$ cat src/rtl/cpu_bus_pkg.sv
// Shared types and helpers for the CPU bus unit: access-size encoding,
// FSM state type, the alignment check and the byte count of an access size.
package cpu_bus_pkg;

    typedef enum logic [1:0] {
        SIZE_BYTE   = 2'd0,
        SIZE_HALF   = 2'd1,
        SIZE_WORD   = 2'd2,
        SIZE_DOUBLE = 2'd3
    } bus_size_t;

    typedef enum logic [1:0] {
        ST_IDLE   = 2'd0,
        ST_ACCESS = 2'd1,
        ST_RESP   = 2'd2
    } bus_state_t;

    // Width of the bus wait counter; covers TIMEOUT_CYCLES up to 65535.
    localparam int TIMEOUT_CNT_W = 16;

    // True when the low address bits are a multiple of the access size.
    function automatic logic is_aligned(input logic [1:0] size, input logic [2:0] addr_low);
        logic ok;
        case (size)
            SIZE_BYTE: ok = 1'b1;
            SIZE_HALF: ok = (addr_low[0] == 1'b0);
            SIZE_WORD: ok = (addr_low[1:0] == 2'b00);
            default:   ok = (addr_low == 3'b000);
        endcase
        return ok;
    endfunction

    // Number of bytes moved by an access of the given size (1, 2, 4 or 8).
    function automatic logic [3:0] size_bytes(input logic [1:0] size);
        return 4'd1 << size;
    endfunction

endpackage

$ cat src/rtl/bus_lane_align.sv
// Byte-lane steering between the core and the bus: strobe generation,
// replication of write data onto every lane and right-justified,
// zero-extended extraction of read data. Purely combinational.
module bus_lane_align
    import cpu_bus_pkg::*;
#(
    parameter int DATA_WIDTH = 32,
    parameter int OFFSET_W   = 2
) (
    input  logic [1:0]              size,
    input  logic [OFFSET_W-1:0]     offset,
    input  logic [DATA_WIDTH-1:0]   wdata,
    input  logic [DATA_WIDTH-1:0]   bus_rdata,
    output logic [DATA_WIDTH/8-1:0] strobe,
    output logic [DATA_WIDTH-1:0]   wdata_rep,
    output logic [DATA_WIDTH-1:0]   rdata_ext
);

    localparam int LANES = DATA_WIDTH / 8;

    logic [3:0]            nbytes;
    logic [4:0]            nb_ext;
    logic [4:0]            off_ext;
    logic [OFFSET_W-1:0]   lane_mask;
    logic [DATA_WIDTH-1:0] shifted;
    logic [7:0]            wbytes [LANES];

    assign nbytes    = size_bytes(size);
    assign nb_ext    = 5'(nbytes);
    assign off_ext   = 5'(offset);
    // Sizes are powers of two, so "lane modulo size" is a mask.
    assign lane_mask = OFFSET_W'(nbytes - 4'd1);
    assign shifted   = bus_rdata >> {offset, 3'b000};

    genvar gi;
    generate
        for (gi = 0; gi < LANES; gi++) begin : g_lane
            localparam logic [4:0] LANE_IDX = 5'(gi);
            logic [OFFSET_W-1:0] src_lane;

            assign wbytes[gi] = wdata[gi*8 +: 8];
            // Lane gi carries source byte (gi mod size), so every window of
            // the access size holds a full copy of the write data.
            assign src_lane = LANE_IDX[OFFSET_W-1:0] & lane_mask;
            assign wdata_rep[gi*8 +: 8] = wbytes[src_lane];
            assign strobe[gi] = (LANE_IDX >= off_ext) && (LANE_IDX < off_ext + nb_ext);
            assign rdata_ext[gi*8 +: 8] = (LANE_IDX < nb_ext) ? shifted[gi*8 +: 8] : 8'h00;
        end
    endgenerate

endmodule

$ cat src/rtl/cpu_bus_unit.sv
// CPU bus unit: accepts one core request at a time, rejects misaligned or
// unsupported sizes without touching the bus, otherwise runs a single bus
// cycle and returns a one-cycle response.
// Optional feature macro: CPU_BUS_TIMEOUT_EN enables the bus wait timeout.
module cpu_bus_unit
    import cpu_bus_pkg::*;
#(
    parameter int DATA_WIDTH     = 32,
    parameter int ADDR_WIDTH     = 32,
    parameter int TIMEOUT_CYCLES = 255
) (
    input  logic                    clk,
    input  logic                    reset,
    input  logic                    req_valid,
    output logic                    req_ready,
    input  logic                    req_write,
    input  logic [1:0]              req_size,
    input  logic [ADDR_WIDTH-1:0]   req_addr,
    input  logic [DATA_WIDTH-1:0]   req_wdata,
    output logic                    rsp_valid,
    output logic [DATA_WIDTH-1:0]   rsp_rdata,
    output logic                    rsp_err,
    output logic [ADDR_WIDTH-1:0]   address,
    output logic [DATA_WIDTH-1:0]   dataOut,
    input  logic [DATA_WIDTH-1:0]   dataIn,
    output logic                    busWriteEnable,
    output logic [DATA_WIDTH/8-1:0] bus_strobe,
    output logic                    bus_valid,
    input  logic                    bus_ready
);

    localparam int LANES    = DATA_WIDTH / 8;
    localparam int OFFSET_W = $clog2(LANES);

    generate
        if (DATA_WIDTH != 32 && DATA_WIDTH != 64) begin : g_bad_width
            $error("cpu_bus_unit: DATA_WIDTH must be 32 or 64");
        end
        if (ADDR_WIDTH < 3) begin : g_bad_addr
            $error("cpu_bus_unit: ADDR_WIDTH must be at least 3");
        end
        if (TIMEOUT_CYCLES < 1 || TIMEOUT_CYCLES > 65535) begin : g_bad_timeout
            $error("cpu_bus_unit: TIMEOUT_CYCLES must be in 1..65535");
        end
    endgenerate

    bus_state_t            state_reg;
    logic                  req_ready_reg;
    logic                  rsp_valid_reg;
    logic [DATA_WIDTH-1:0] rsp_rdata_reg;
    logic                  rsp_err_reg;
    logic [ADDR_WIDTH-1:0] address_reg;
    logic [DATA_WIDTH-1:0] data_out_reg;
    logic                  write_reg;
    logic [LANES-1:0]      strobe_reg;
    logic                  bus_valid_reg;
    logic [1:0]            size_reg;
    logic [OFFSET_W-1:0]   offset_reg;

`ifdef CPU_BUS_TIMEOUT_EN
    localparam logic [TIMEOUT_CNT_W-1:0] TIMEOUT_LAST = TIMEOUT_CNT_W'(TIMEOUT_CYCLES - 1);
    logic [TIMEOUT_CNT_W-1:0] wait_count_reg;
`endif

    logic [1:0]            lane_size;
    logic [OFFSET_W-1:0]   lane_offset;
    logic [LANES-1:0]      lane_strobe;
    logic [DATA_WIDTH-1:0] lane_wdata;
    logic [DATA_WIDTH-1:0] lane_rdata;
    logic                  req_legal;

    // Lane steering follows the incoming request in IDLE and the latched request afterwards.
    always_comb begin
        lane_size   = req_size;
        lane_offset = req_addr[OFFSET_W-1:0];
        if (state_reg != ST_IDLE) begin
            lane_size   = size_reg;
            lane_offset = offset_reg;
        end
        req_legal = is_aligned(req_size, req_addr[2:0]) &&
                    !((DATA_WIDTH == 32) && (req_size == SIZE_DOUBLE));
    end

    bus_lane_align #(
        .DATA_WIDTH (DATA_WIDTH),
        .OFFSET_W   (OFFSET_W)
    ) u_lane_align (
        .size      (lane_size),
        .offset    (lane_offset),
        .wdata     (req_wdata),
        .bus_rdata (dataIn),
        .strobe    (lane_strobe),
        .wdata_rep (lane_wdata),
        .rdata_ext (lane_rdata)
    );

    // Request/bus/response FSM with all outputs registered.
    always_ff @(posedge clk) begin
        if (!reset) begin
            state_reg     <= ST_IDLE;
            req_ready_reg <= 1'b0;
            rsp_valid_reg <= 1'b0;
            rsp_rdata_reg <= '0;
            rsp_err_reg   <= 1'b0;
            address_reg   <= '0;
            data_out_reg  <= '0;
            write_reg     <= 1'b0;
            strobe_reg    <= '0;
            bus_valid_reg <= 1'b0;
            size_reg      <= '0;
            offset_reg    <= '0;
`ifdef CPU_BUS_TIMEOUT_EN
            wait_count_reg <= '0;
`endif
        end else begin
            rsp_valid_reg <= 1'b0;
            case (state_reg)
                ST_IDLE: begin
                    req_ready_reg <= 1'b1;
                    if (req_valid && req_ready_reg) begin
                        req_ready_reg <= 1'b0;
                        size_reg      <= req_size;
                        offset_reg    <= req_addr[OFFSET_W-1:0];
                        if (req_legal) begin
                            state_reg     <= ST_ACCESS;
                            bus_valid_reg <= 1'b1;
                            address_reg   <= {req_addr[ADDR_WIDTH-1:OFFSET_W], {OFFSET_W{1'b0}}};
                            data_out_reg  <= lane_wdata;
                            strobe_reg    <= lane_strobe;
                            write_reg     <= req_write;
`ifdef CPU_BUS_TIMEOUT_EN
                            wait_count_reg <= '0;
`endif
                        end else begin
                            // Rejected request: answer straight away, no bus cycle.
                            state_reg     <= ST_RESP;
                            rsp_valid_reg <= 1'b1;
                            rsp_err_reg   <= 1'b1;
                            rsp_rdata_reg <= '0;
                        end
                    end
                end
                ST_ACCESS: begin
                    // bus_ready wins over a timeout landing in the same cycle.
                    if (bus_ready) begin
                        state_reg     <= ST_RESP;
                        bus_valid_reg <= 1'b0;
                        rsp_valid_reg <= 1'b1;
                        rsp_err_reg   <= 1'b0;
                        rsp_rdata_reg <= write_reg ? '0 : lane_rdata;
                    end
`ifdef CPU_BUS_TIMEOUT_EN
                    else if (wait_count_reg == TIMEOUT_LAST) begin
                        state_reg     <= ST_RESP;
                        bus_valid_reg <= 1'b0;
                        rsp_valid_reg <= 1'b1;
                        rsp_err_reg   <= 1'b1;
                        rsp_rdata_reg <= '0;
                    end else begin
                        wait_count_reg <= wait_count_reg + 1'b1;
                    end
`endif
                end
                ST_RESP: begin
                    // Doubles as the mandatory idle cycle between bus cycles.
                    state_reg     <= ST_IDLE;
                    req_ready_reg <= 1'b1;
                end
                default: begin
                    state_reg     <= ST_IDLE;
                    bus_valid_reg <= 1'b0;
                    req_ready_reg <= 1'b0;
                end
            endcase
        end
    end

    assign req_ready      = req_ready_reg;
    assign rsp_valid      = rsp_valid_reg;
    assign rsp_rdata      = rsp_rdata_reg;
    assign rsp_err        = rsp_err_reg;
    assign address        = address_reg;
    assign dataOut        = data_out_reg;
    assign busWriteEnable = write_reg;
    assign bus_strobe     = strobe_reg;
    assign bus_valid      = bus_valid_reg;

endmodule

$ cat config.mk
export PLATFORM = sky130hd
export DESIGN_NAME = cpu_bus_unit
export DESIGN_NICKNAME = d
export VERILOG_FILES = /design/src/rtl/cpu_bus_pkg.sv /design/src/rtl/bus_lane_align.sv /design/src/rtl/cpu_bus_unit.sv
export SDC_FILE = /design/constraint.sdc
export NUM_CORES = 1
export LEC_CHECK = 0
export ABC_CLOCK_PERIOD_IN_PS = 4200
export CORE_UTILIZATION = 45
export CTS_CLUSTER_DIAMETER = 50
export DETAILED_ROUTE_END_ITERATION = 12
export HOLD_SLACK_MARGIN = 0.05
export PLACE_DENSITY = 0.82
export RECOVER_POWER = 100
export SLEW_MARGIN = 5
export SYNTH_ARGS = -nofsm -noshare
export SYNTH_HDL_FRONTEND = slang
export SYNTH_SLANG_ARGS = --single-unit
$ cat constraint.sdc
create_clock -name clk -period 4.2 [get_ports clk]
set_input_delay 0.63 -clock clk [delete_from_list [all_inputs] [get_ports clk]]
set_output_delay 0.63 -clock clk [all_outputs]
set_load 0.005 [all_outputs]
==> results.py, run 1 <==
metrics = {
    "global_route": {
        "grtUsageTotal_pct": 26.33,
        "overflow": 0,
        "antenna_found_initial": 0,
        "grt_start_max_net_pins": 63,
        "grt_pass1_vias": 4585,
        "grt_pass1_wl_um": 22900,
    },
    "power": {
        "ir_drop_uv": 235.3,
        "power_density_nw_per_um2": 297.9,
        "leakage_nw": 2.855,
    },
    "yosys": {
        "synth_cells": 523,
        "synth_top_area_share_pct": 46.24,
        "synth.cell_area_sq_um": 4720,
        "ys.flop_type": "dfxtp_1",
        "syn_area_per_cell_sq_um": 9.024,
        "synth_edf_count": 0,
        "ys_types": 49,
        "ys_ff_latch": 109,
        "synth.area.top_cells": "dfxtp_1, a21oi_1, nand2_1",
        "yosys.area.top_type": "dfxtp_1",
        "yosysWarnings": 0,
        "synth-async-reset-ratio_pct": 0,
        "ys_seq_area_share_pct": 46.24,
    },
    "sta": {
        "relSlewSlack_pct": -55.41,
        "setup_ws_ps": 860.8,
        "finalCritPeriodShare_pct": 79.50,
        "fin_skew_ps": 6.479,
        "setup_tns_ps": 0,
        "rsz0062_at_grt": "false",
        "max_freq_mhz": 299.5,
        "hold_viol": 0,
        "worst_pin_slew_ps": 2331,
        "drv_slew": 51,
        "min_period_ps": 3339,
        "setup_viol": 0,
    },
    "floorplanning": {
        "die-area_sq_um": 10900,
        "num_rows": 37,
        "die_width_um": 104.4,
        "io_pins": 208,
        "dieHeight_um": 104.4,
        "initial_core_util_pct": 46.13,
        "coreArea_sq_um": 10230,
    },
    "clocking": {
        "htree_levels": 3,
        "clock_latency_ps": 370,
        "cts_resized": 0,
        "cts_root_buf": "clkbuf_8",
        "post_cts_buffers": 0,
        "max-clock-path-buffers": 2,
        "cts.sinks": 109,
        "numCtsBuffers": 9,
        "clk_pin_slew_worst_paths_ps": 100,
        "cts-hold-fix-buffers": 0,
        "cts_tree": "yes",
    },
    "worst_setup_path": {
        "cp_max_fo": 50,
        "r2r_slack_ps": 1180,
        "worstPathRequired_ps": 4370,
        "setup.worst_path.end_class": "register",
        "critPathLaunchType": "input pin",
        "path_class": "input pin to register",
        "cp.arrival_ps": 3510,
    },
    "final_layout": {
        "areaGrowthSynthToFinish_pct": 46.39,
        "regArea_sq_um": 2182,
        "fin_nets": 807,
        "drive_gt1_share_pct": 5.233,
        "instances_no_fill": 843,
        "final_common_cell": "dfxtp_1",
        "final_cell_mix": "dfxtp_1, dlygate4sd3_1, clkdlybuf4s50_1, nand2_1, a21oi_1",
        "utilization_pct": 67.53,
        "n_antenna_cell": 0,
        "multi_input_area_sq_um": 2270,
        "fillerInstances": 802,
        "final_area_sq_um": 6909,
    },
    "place": {
        "dp_cells": 827,
        "pre_cts_ws_ps": 834.0,
        "io_buffers": 205,
        "gp_congestion": 0.9578,
        "placed_cell_area_sq_um": 6782,
        "dp_hpwl_um": 10530,
    },
    "route": {
        "drt_iter0_markers": 205,
        "num_vias": 4634,
        "vias_per_cell": 5.497,
        "post_drt_wl_per_cell_um": 17.18,
        "first_pass_iters": 5,
        "ant_nets": 0,
        "wl_um": 14480,
        "drc": 0,
    },
    "run": {
        "maxCapViolations": 1,
    },
    "outcome": {
        "status": "finished with violations",
        "violations": "capacitance limit, slew limit",
    },
    "min_path": {
        "min-delay-path-class": "register to register",
    },
}
[cell usage after synthesis (all sizes together) (2+ instances only)]
| cell type | count |
|---|---|
| a211oi | 3 |
| a21oi | 76 |
| a221o | 16 |
| a22o | 8 |
| and4bb | 2 |
| buf | 29 |
| clkbuf | 16 |
| dfxtp | 109 |
| inv | 3 |
| mux2 | 10 |
| mux2i | 28 |
| nand2 | 85 |
| nand2b | 3 |
| nand3 | 37 |
| nand3b | 2 |
| nor2 | 16 |
| nor3 | 4 |
| nor3b | 2 |
| o21a | 2 |
| o21ai | 38 |
| o221ai | 8 |
| o2bb2ai | 8 |
| o41ai | 2 |
| or2 | 2 |
| or3 | 2 |
[cells by family (layout without fill, tap and decap cells)]
logic type	after synthesis	in the layout	share of synthesized area [%]
adder cells (fa/ha/maj)	2	2	0.6893
multiplexers	39	39	9.120
AO/OA/AOI/OAI	164	164	22.77
buffers and inverters	48	231	5.143
flip-flops	109	109	46.24
AND/OR/NAND/NOR	160	160	15.96
other	1	2	0.07946
[layer usage]
layer | wire length [um] | vias up | GRT usage, %
met5 | 0 | - | 0
met4 | 325 | 0 | 11.02
met3 | 1192 | 24 | 8.083
met2 | 6915 | 190 | 44.47
met1 | 6050 | 2186 | 30.79
li1 | - | 2234 | -
[metrics by stage]
step / power, mW / hold WS (ps)
finish: 2.058 / 454.7
global route: 2.146 / 471.9
CTS: 2.092 / 460.3
detailed placement: 1.492 / 447.5
global placement: 1.484 / 442.0
floorplan: 1.287 / 452.7
[critical path: stages]
cell and delay, ps:
dlygate4sd3_1 550, buf_4 260, inv_1 110, clkbuf_1 1660, o41ai_1 290
[worst paths after layout]
| kind | from | cells past startpoint | to |
|---|---|---|---|
| max | reset | 5 | bus_strobe[1] |
| min | address[10] | 2 | address[10] |
| max reg2reg | state_reg[0] | 8 | bus_strobe[2] |
| min reg2reg | address[10] | 2 | address[10] |
[where the power goes]
part	internal (mW)	switching, mW	total [mW]
Clock	0.237	0.368	0.605
Sequential	1.07	0.0221	1.09
Combinational	0.193	0.172	0.366
[area by class of cell]
class	instances	area share, %
multi-input cells	367	32.85
flip-flops and latches	109	31.58
repair buffers	212	30.30
well taps	136	2.463
clock buffers	10	1.992
clock inverters	6	0.6519
inverters	3	0.1630
Note: power is estimated with default switching activity, not from simulation.
==> inputs of run 2 (changes only) <==
Settings changed: ABC_CLOCK_PERIOD_IN_PS 4200 to 2850, CORE_UTILIZATION 45 to 38, PLACE_DENSITY 0.82 to 0.74.
Clock period 4.2 ns to 2.85 ns, I/O delays scaled along.
==> results.py, run 2 (synthesized netlist as in run 1, its figures left out) <==
metrics = {
    "final_layout": {
        "fin_nets": 815,
        "fillerInstances": 1045,
        "final_cell_mix": "dfxtp_1, dlygate4sd3_1, clkdlybuf4s50_1, nand2_1, a21oi_1",
        "multi_input_area_sq_um": 2278,
        "final_common_cell": "dfxtp_1",
        "regArea_sq_um": 2182,
        "drive_gt1_share_pct": 6.573,
        "areaGrowthSynthToFinish_pct": 51.14,
        "n_antenna_cell": 0,
    },
    "route": {
        "num_vias": 4728,
        "vias_per_cell": 5.354,
        "drc": 0,
        "first_pass_iters": 5,
        "post_drt_wl_per_cell_um": 17.36,
        "dr_wl_met3_um": 1481,
        "drt_iter0_markers": 409,
        "met1_length_um": 6052,
        "wl_met2_um": 7548,
        "wl_um": 15330,
        "ant_nets": 0,
        "maxUsedRoutingLayer": "met4",
    },
    "sta": {
        "relSlewSlack_pct": 32.99,
        "min_period_ps": 2547,
        "hold_ws_ps": 453.9,
        "fin_skew_ps": 5.137,
        "setup_tns_ps": 0,
        "drv_slew": 0,
        "hold_viol": 0,
        "max_freq_mhz": 392.6,
        "worst_pin_slew_ps": 1005,
        "rsz0062_at_grt": "false",
        "setup_viol": 0,
        "finalCritPeriodShare_pct": 89.36,
    },
    "floorplanning": {
        "io_pins": 208,
        "die_width_um": 113.4,
        "die-area_sq_um": 12870,
        "num_rows": 40,
        "coreArea_sq_um": 12060,
        "initial_core_util_pct": 39.13,
        "dieHeight_um": 113.4,
    },
    "global_route": {
        "overflow": 0,
        "grtUsageTotal_pct": 24.15,
        "antenna_found_initial": 1,
        "grt_pass1_wl_um": 24120,
        "grt_pass1_vias": 4639,
        "grt_start_max_net_pins": 63,
    },
    "power": {
        "leakage_nw": 2.942,
        "ir_drop_uv": 328.8,
        "power_density_nw_per_um2": 480.8,
    },
    "clocking": {
        "clock_latency_ps": 360,
        "cts.sinks": 109,
        "post_cts_buffers": 0,
        "clk_pin_slew_worst_paths_ps": 70,
        "cts-hold-fix-buffers": 0,
        "cts_resized": 0,
        "cts_root_buf": "clkbuf_16",
        "htree_levels": 3,
        "numCtsBuffers": 9,
        "cts_tree": "yes",
        "max-clock-path-buffers": 2,
    },
    "worst_setup_path": {
        "worstPathRequired_ps": 3090,
        "critPathLaunchType": "input pin",
        "setup.worst_path.end_class": "register",
        "cp.arrival_ps": 2790,
        "cp_max_fo": 32,
        "path_class": "input pin to register",
    },
    "run": {
        "maxCapViolations": 0,
    },
    "min_path": {
        "min-delay-path-class": "register to register",
    },
    "place": {
        "gp_congestion": 0.8821,
        "dp_hpwl_um": 11150,
        "io_buffers": 205,
    },
    "outcome": {
        "status": "finished clean",
    },
}
[run 2: changes by cell type in the layout (fill, tap and decap cells not counted), moves of 2 or more]
cell        previous run  this run
clkbuf_2               0         3
clkbuf_8              10         1
inv_6                  2         0
o221ai_1               5         3
clkinv_4               2         0
clkbuf_16              0         9
clkinvlp_4             0         3
o21ai_0               31        33
buf_4                  4        10
o221ai_2               3         5
[run 2: path summary, 6_finish.rpt]
path / startpoint / to / slack [ps] / depth (start not counted)
hold / removal: address[7] / address[7] / 450 / 2
setup reg to reg: state_reg[1] / rsp_rdata[8] / 350 / 5
hold reg to reg: address[7] / address[7] / 450 / 2
setup / recovery: req_addr[0] / rsp_rdata[8] / 300 / 7
[run 2: routing by layer]
| metal | vias to the layer above | global-route usage, % |
|---|---|---|
| met1 | 2238 | 27.54 |
| met4 | 0 | 7.281 |
| met2 | 216 | 41.35 |
| met3 | 19 | 9.883 |
| li1 | 2255 | - |
| met5 | - | 0 |
[run 2: worst max-delay path: stages]
cell and delay (ps):
dlygate4sd3_1 550, clkbuf_1 230, a21oi_1 170, nor3b_1 430, nor2_2 70, clkbuf_2 410
a221o_1 480
[run 2: per-stage QoR]
stage	utilization [%]	power, mW	worst slack, ps	cell area (sq um)	std cells
floorplan	-	1.897	524.0	4723	524
global placement	57.16	2.202	258.5	6894	867
detailed placement	57.16	2.215	133.6	6894	867
CTS	59.66	3.496	453.8	7196	883
global route	59.14	3.581	198.7	7133	883
finish	59.14	3.430	303.2	7133	883
[run 2: report_power, final]
group / switching (mW) / internal, mW
clock network: 0.577 / 0.702
logic: 0.259 / 0.291
registers: 0.0311 / 1.57
[run 2: cell type report]
cell class | count | share of cell area (%)
repair buffers | 220 | 30.14
well taps | 168 | 2.947
flip-flops and latches | 109 | 30.59
multi-input cells | 367 | 31.94
inverters | 3 | 0.1579
clock buffers | 10 | 3.350
clock inverters | 6 | 0.8770
==> inputs of run 3 (changes only) <==
Settings changed: HOLD_SLACK_MARGIN 0.05 to 0.15, SKIP_LAST_GASP from default to 1.
==> results of run 3 <==
No change in the layout: final DEF, timing and power equal those of run 2.
